--- src/rtl/health_manager_pkg.sv ---
// health_manager_pkg: shared fight encodings, widths and saturating damage helper
package health_manager_pkg;
  localparam int HEALTH_W = 7;
  typedef enum logic [1:0] {IDLE, FIGHT, KO, DONE} state_t;
  typedef enum logic [1:0] {WIN_NONE, WIN_P1, WIN_P2, WIN_DRAW} winner_t;
  typedef enum logic [1:0] {PH_IDLE, PH_STARTUP, PH_ACTIVE, PH_RECOVERY} phase_t;
  // one bit wider than health so a borrow shows up in the top bit and clamps to zero
  function automatic logic [HEALTH_W-1:0] sat_sub(input logic [HEALTH_W-1:0] h, input logic [HEALTH_W-1:0] d);
    logic [HEALTH_W:0] r;
    r = {1'b0, h} - {1'b0, d};
    return r[HEALTH_W] ? '0 : r[HEALTH_W-1:0];
  endfunction
endpackage

--- src/rtl/health_manager_vitals.sv ---
// player_vitals: one player's health register and stun counter
module player_vitals
  import health_manager_pkg::*;
#(
  parameter int MAX_HEALTH       = 100,
  parameter int HIT_DAMAGE       = 10,
  parameter int CHIP_DAMAGE      = 2,
  parameter int HITSTUN_FRAMES   = 12,
  parameter int BLOCKSTUN_FRAMES = 6
) (
  input  logic                clk,
  input  logic                reset,
  input  logic                hit,
  input  logic                block,
  input  logic                reload,
  input  logic                freeze,
  output logic [HEALTH_W-1:0] health,
  output logic                stunned,
  output logic                next_zero
);
  logic [7:0] stun;
  logic [HEALTH_W-1:0] health_d;
  // a clean hit overrides a simultaneous block on the same victim
  assign health_d = hit ? sat_sub(health, HEALTH_W'(HIT_DAMAGE)) :
                    block ? sat_sub(health, HEALTH_W'(CHIP_DAMAGE)) : health;
  assign next_zero = health_d == '0;
  assign stunned = stun != '0;
  // reload on round entry; otherwise apply damage and stun unless frozen
  always_ff @(posedge clk) begin
    if (reset || reload) begin
      health <= HEALTH_W'(MAX_HEALTH);
      stun   <= '0;
    end else if (!freeze) begin
      health <= health_d;
      stun   <= hit ? 8'(HITSTUN_FRAMES) : block ? 8'(BLOCKSTUN_FRAMES) : stun - 8'(stunned);
    end
  end
endmodule

--- src/rtl/health_manager.sv ---
// health_manager: round FSM, KO hold timer and winner logic over two player_vitals
module health_manager
  import health_manager_pkg::*;
#(
  parameter int MAX_HEALTH       = 100,
  parameter int HIT_DAMAGE       = 10,
  parameter int CHIP_DAMAGE      = 2,
  parameter int HITSTUN_FRAMES   = 12,
  parameter int BLOCKSTUN_FRAMES = 6,
  parameter int KO_HOLD_FRAMES   = 120
) (
  input  logic                clk_game,
  input  logic                reset,
  input  logic                round_start,
  input  logic                p1_hit_p2,
  input  logic                p2_hit_p1,
  input  logic                p1_blocked_by_p2,
  input  logic                p2_blocked_by_p1,
  output logic [HEALTH_W-1:0] p1_health,
  output logic [HEALTH_W-1:0] p2_health,
  output logic                p1_stunned,
  output logic                p2_stunned,
  output logic                round_active,
  output logic                round_over,
  output logic [1:0]          winner,
  output logic                ko_pulse
);
  state_t state, state_d;
  winner_t win;
  logic [7:0] hold;
  logic fight, start, ko, z1, z2;
  assign fight = state == FIGHT;
  assign start = round_start && (state == IDLE || state == DONE);
  assign ko = fight && (z1 || z2);
  player_vitals #(
    .MAX_HEALTH(MAX_HEALTH), .HIT_DAMAGE(HIT_DAMAGE), .CHIP_DAMAGE(CHIP_DAMAGE),
    .HITSTUN_FRAMES(HITSTUN_FRAMES), .BLOCKSTUN_FRAMES(BLOCKSTUN_FRAMES)
  ) u_p1 (
    .clk(clk_game), .reset(reset), .hit(fight && p2_hit_p1), .block(fight && p2_blocked_by_p1),
    .reload(start), .freeze(!fight), .health(p1_health), .stunned(p1_stunned), .next_zero(z1)
  );
  player_vitals #(
    .MAX_HEALTH(MAX_HEALTH), .HIT_DAMAGE(HIT_DAMAGE), .CHIP_DAMAGE(CHIP_DAMAGE),
    .HITSTUN_FRAMES(HITSTUN_FRAMES), .BLOCKSTUN_FRAMES(BLOCKSTUN_FRAMES)
  ) u_p2 (
    .clk(clk_game), .reset(reset), .hit(fight && p1_hit_p2), .block(fight && p1_blocked_by_p2),
    .reload(start), .freeze(!fight), .health(p2_health), .stunned(p2_stunned), .next_zero(z2)
  );
  // state, KO hold timer and winner; {z1,z2} maps directly onto the winner codes
  always_ff @(posedge clk_game) begin
    if (reset) begin
      state <= IDLE;
      hold  <= '0;
      win   <= WIN_NONE;
    end else begin
      state <= state_d;
      hold  <= state == KO ? hold + 8'd1 : '0;
      win   <= start ? WIN_NONE : ko ? winner_t'({z1, z2}) : win;
    end
  end
  // next-state selection
  always_comb begin
    state_d = start ? FIGHT : ko ? KO :
              (state == KO && hold == 8'(KO_HOLD_FRAMES - 1)) ? DONE : state;
  end
  // outputs decoded from registered state; hold is zero only on the first KO cycle
  always_comb begin
    round_active = state == FIGHT;
    round_over   = state == KO || state == DONE;
    ko_pulse     = state == KO && hold == '0;
    winner       = win;
  end
endmodule

--- config.mk ---
export PLATFORM = sky130hd
export DESIGN_NAME = health_manager
export DESIGN_NICKNAME = d
export VERILOG_FILES = /design/src/rtl/health_manager_pkg.sv /design/src/rtl/health_manager_vitals.sv /design/src/rtl/health_manager.sv
export SDC_FILE = /design/constraint.sdc
export NUM_CORES = 1
export LEC_CHECK = 0
export CORE_MARGIN = 4
export CORE_UTILIZATION = 40
export CTS_CLUSTER_SIZE = 30
export DETAILED_ROUTE_END_ITERATION = 8
export RECOVER_POWER = 100
export SLEW_MARGIN = 20
export SYNTH_ARGS = -nofsm -noshare
export SYNTH_HDL_FRONTEND = slang
export SYNTH_SLANG_ARGS = --single-unit
export TNS_END_PERCENT = 10
--- constraint.sdc ---
create_clock -name clk_game -period 3.3 [get_ports clk_game]
set_input_delay 0.495 -clock clk_game [delete_from_list [all_inputs] [get_ports clk_game]]
set_output_delay 0.495 -clock clk_game [all_outputs]
set_load 0.01 [all_outputs]
==> flow_summary_export.csv <==
group,metric,value,unit
worst_hold_path,holdCritPathClass,"reg2reg",
synth,ys_top_cells_by_count,"dfxtp_1 (42), nand2_1 (33), nor2_1 (28)",
sta,worstMarginPinSlew,897,ps
clock_tree,cts_buffers,5,
synth,yosysTopAreaCellShare,33.2,%
synth,netlist.top_cell.by_area,"dfxtp_1",
worst_setup_path,max_stage_delay,780,ps
global_routing,grt-ovfl-total,0,
sta,rsz0062_at_grt,"false",
sta,period_needed,2820,ps
synth,ys_ff_latch,42,
worst_setup_path,end_kind,"flop",
placed_design,pre_cts_ws,455,ps
worst_setup_path,endpoint,"state[0]",
synth,synth-async-reset-ratio,0,%
drt,wl_met2,2.32,mm
floorplanning,fp.dieW,87.6,um
worst_setup_path,path_max_fanout,15,
layout,drive_above_1_share,5.12,%
worst_setup_path,crit_type,"in2reg",
sta,hold_violations,0,
clock_tree,clock-sinks,42,
sta,finalCritPeriodShare,85.5,%
layout,multi_input_area,1500,um^2
global_routing,grt_first_pass_wirelength,9.29,mm
clock_tree,cts_buffer_depth,2,
sta,max_freq,0.354,GHz
layout,nets,351,
clock_tree,cts-resized-gates,0,
layout,regArea,841,um^2
drt,drt_first_iter_violations,68,
sta,fin_skew,6.44,ps
global_routing,antenna_found_initial,0,
floorplanning,ios,28,
outcome,status,"finished clean",
layout,num_antenna_cells,0,
synth,synth-edff-count,0,
synth,synth_most_common_cell,"dfxtp_1",
worst_setup_path,rr_worst_depth,10,
clock_tree,cts_max_level,2,
clock_tree,cts_tree,"done",
drt,vias,2186,
power,leakage,0.00112,uW
global_routing,grt_max_degree,21,
clock_tree,ctsHoldBuffers,0,
drt,wl_met1,2.77,mm
drt,ant_nets,0,
floorplanning,core_area,6030,um^2
sta,setup_ws,478,ps
synth,synth_nets,327,
worst_hold_path,hold_depth,2,
synth,synth_cell_types,61,
placed_design,place_congestion,0.810,
clock_tree,clk_pin_slew_worst_paths,70,ps
clock_tree,root_buffer,"clkbuf_8",
drt,firstDrtPassIters,4,
job,cap_violations,0,
layout,fillCellCount,614,
worst_setup_path,slowest_stage,"o21ai_0",
layout,fin_util,48.1,%
power,irDropWorstVdd,0.000212,V
floorplanning,die_area,7670,um^2
drt,highest_layer,"met4",
worst_setup_path,r2r_slack,550,ps
global_routing,groute.usage.overall,14.8,%
power,p_total,1170,uW
synth,ys_warn_count,0,
floorplanning,die_h,87.6,um
synth,ys_top_cells_by_area,"dfxtp_1 (33%), ha_1 (6.4%), nand2_1 (4.9%), a21oi_1 (4.3%), nor2_1 (4.2%)",
drt,drcViolationCount,0,
power,p_per_area,404,nW/um^2
placed_design,place_hpwl,4.01,mm
floorplanning,initial_core_util,42.0,%
synth,avgSynthCellArea,8.24,um^2
synth,ys.flop_type,"dfxtp_1",
worst_setup_path,crit_chain,"dlygate4sd3_1 > o21ai_0 > a21oi_1 > o32ai_1 > a2111oi_4 > nand3_1 > a21boi_0 > a311oi_1",
placed_design,port_buffers,27,
drt,viasPerCell,5.37,
worst_setup_path,r2r-end,"state[0]",
synth,synth_seq_area_share,33.2,%
clock_tree,postCtsSetupBuffers,0,
synth,netlist_area,2530,um^2
layout,area_growth,14.6,%
worst_setup_path,arrival,3010,ps
sta,whs,473,ps
worst_setup_path,crit_path_start,"p1_hit_p2",
sta,tns,0,ps
worst_setup_path,cp-start-kind,"primary input",
drt,wl_met3,221,um
global_routing,first_global_vias,2036,
drt,routed_wl,5.35,mm
sta,slew_headroom,39.6,%
synth,syn-instance-count,307,
floorplanning,num_rows,28,
drt,avgRoutedWirePerCell,13.1,um
worst_setup_path,crit_required,3490,ps
clock_tree,worstSkewPairLatency,280,ps
sta,setup_viol,0,
worst_setup_path,r2r_start,"state[1]",
sta,slew_viol_final,0,
==> registers in the layout, indices dropped and copies added (netlist names) <==
register	flops
u_p1.stun	8
hold	8
state	2
winner	2
u_p2.stun	8
u_p2.health	7
u_p1.health	7
==> worst min-delay path by stage <==
stage                   endpoint         start  slack [ps]
detailed placement     winner[1]     winner[1]         470
global placement       winner[0]     winner[0]         470
global route           winner[1]     winner[1]         500
finish                 winner[1]     winner[1]         470
floorplan           u_p1.stun[0]  u_p1.stun[0]         450
CTS                    winner[1]     winner[1]         480
==> cell type report <==
| type | instances | area share [%] |
|---|---|---|
| Inverter | 20 | 2.59 |
| Multi-Input combinational cell | 233 | 51.7 |
| Clock buffer | 6 | 2.50 |
| Timing Repair Buffer | 29 | 9.71 |
| Clock inverter | 2 | 1.29 |
| Tap cell | 75 | 3.24 |
| Sequential cell | 42 | 29.0 |
==> cell families (layout without fill, tap and decap cells) <==
logic type | Yosys count | count (layout) | synth area share [%]
multiplexers | 1 | 1 | 0.395
buffers and inverters | 32 | 57 | 6.08
XOR/XNOR | 15 | 15 | 5.19
AO/OA/AOI/OAI | 73 | 73 | 20.4
flip-flops | 42 | 42 | 33.2
AND/OR/NAND/NOR | 131 | 131 | 28.3
adder cells (fa/ha/maj) | 13 | 13 | 6.43
==> power breakdown <==
group | switching, uW | leakage, uW | internal (uW)
registers | 23.6 | 0.000340 | 524
clock network | 168 | 0.0000514 | 226
logic | 128 | 0.000729 | 101
==> per-stage QoR <==
stage | cell area [um^2] | cells
after CTS | 2940 | 407
final | 2900 | 407
after global routing | 2900 | 407
after global placement | 2830 | 399
after detailed placement | 2830 | 399
after floorplan | 2530 | 307
==> cell usage in the layout, fill, tap and decap left out, drive strengths merged, types with 8 or more instances in the layout <==
cell         netlist  final
ha                13     13
o21ai             12     12
xor2              11     11
dlygate4sd3        0     23
or3                8      8
a21oi             24     24
inv               20     20
dfxtp             42     42
nor2              28     28
nor4               8      8
nand2             34     34
==> worst max-delay path: cells and delay by family <==
family                 cells  cell delay [ps]
AO/OA/AOI/OAI              6             1610
buffers and inverters      1              730
AND/OR/NAND/NOR            1              180
==> metal layers <==
metal	vias to the layer above	track usage (%)
met5	-	0
met4	0	3.77
met3	5	3.20
met2	41	23.6
met1	997	20.5
li1	1143	-
No activity file was read; power rests on OpenSTA's default activity.
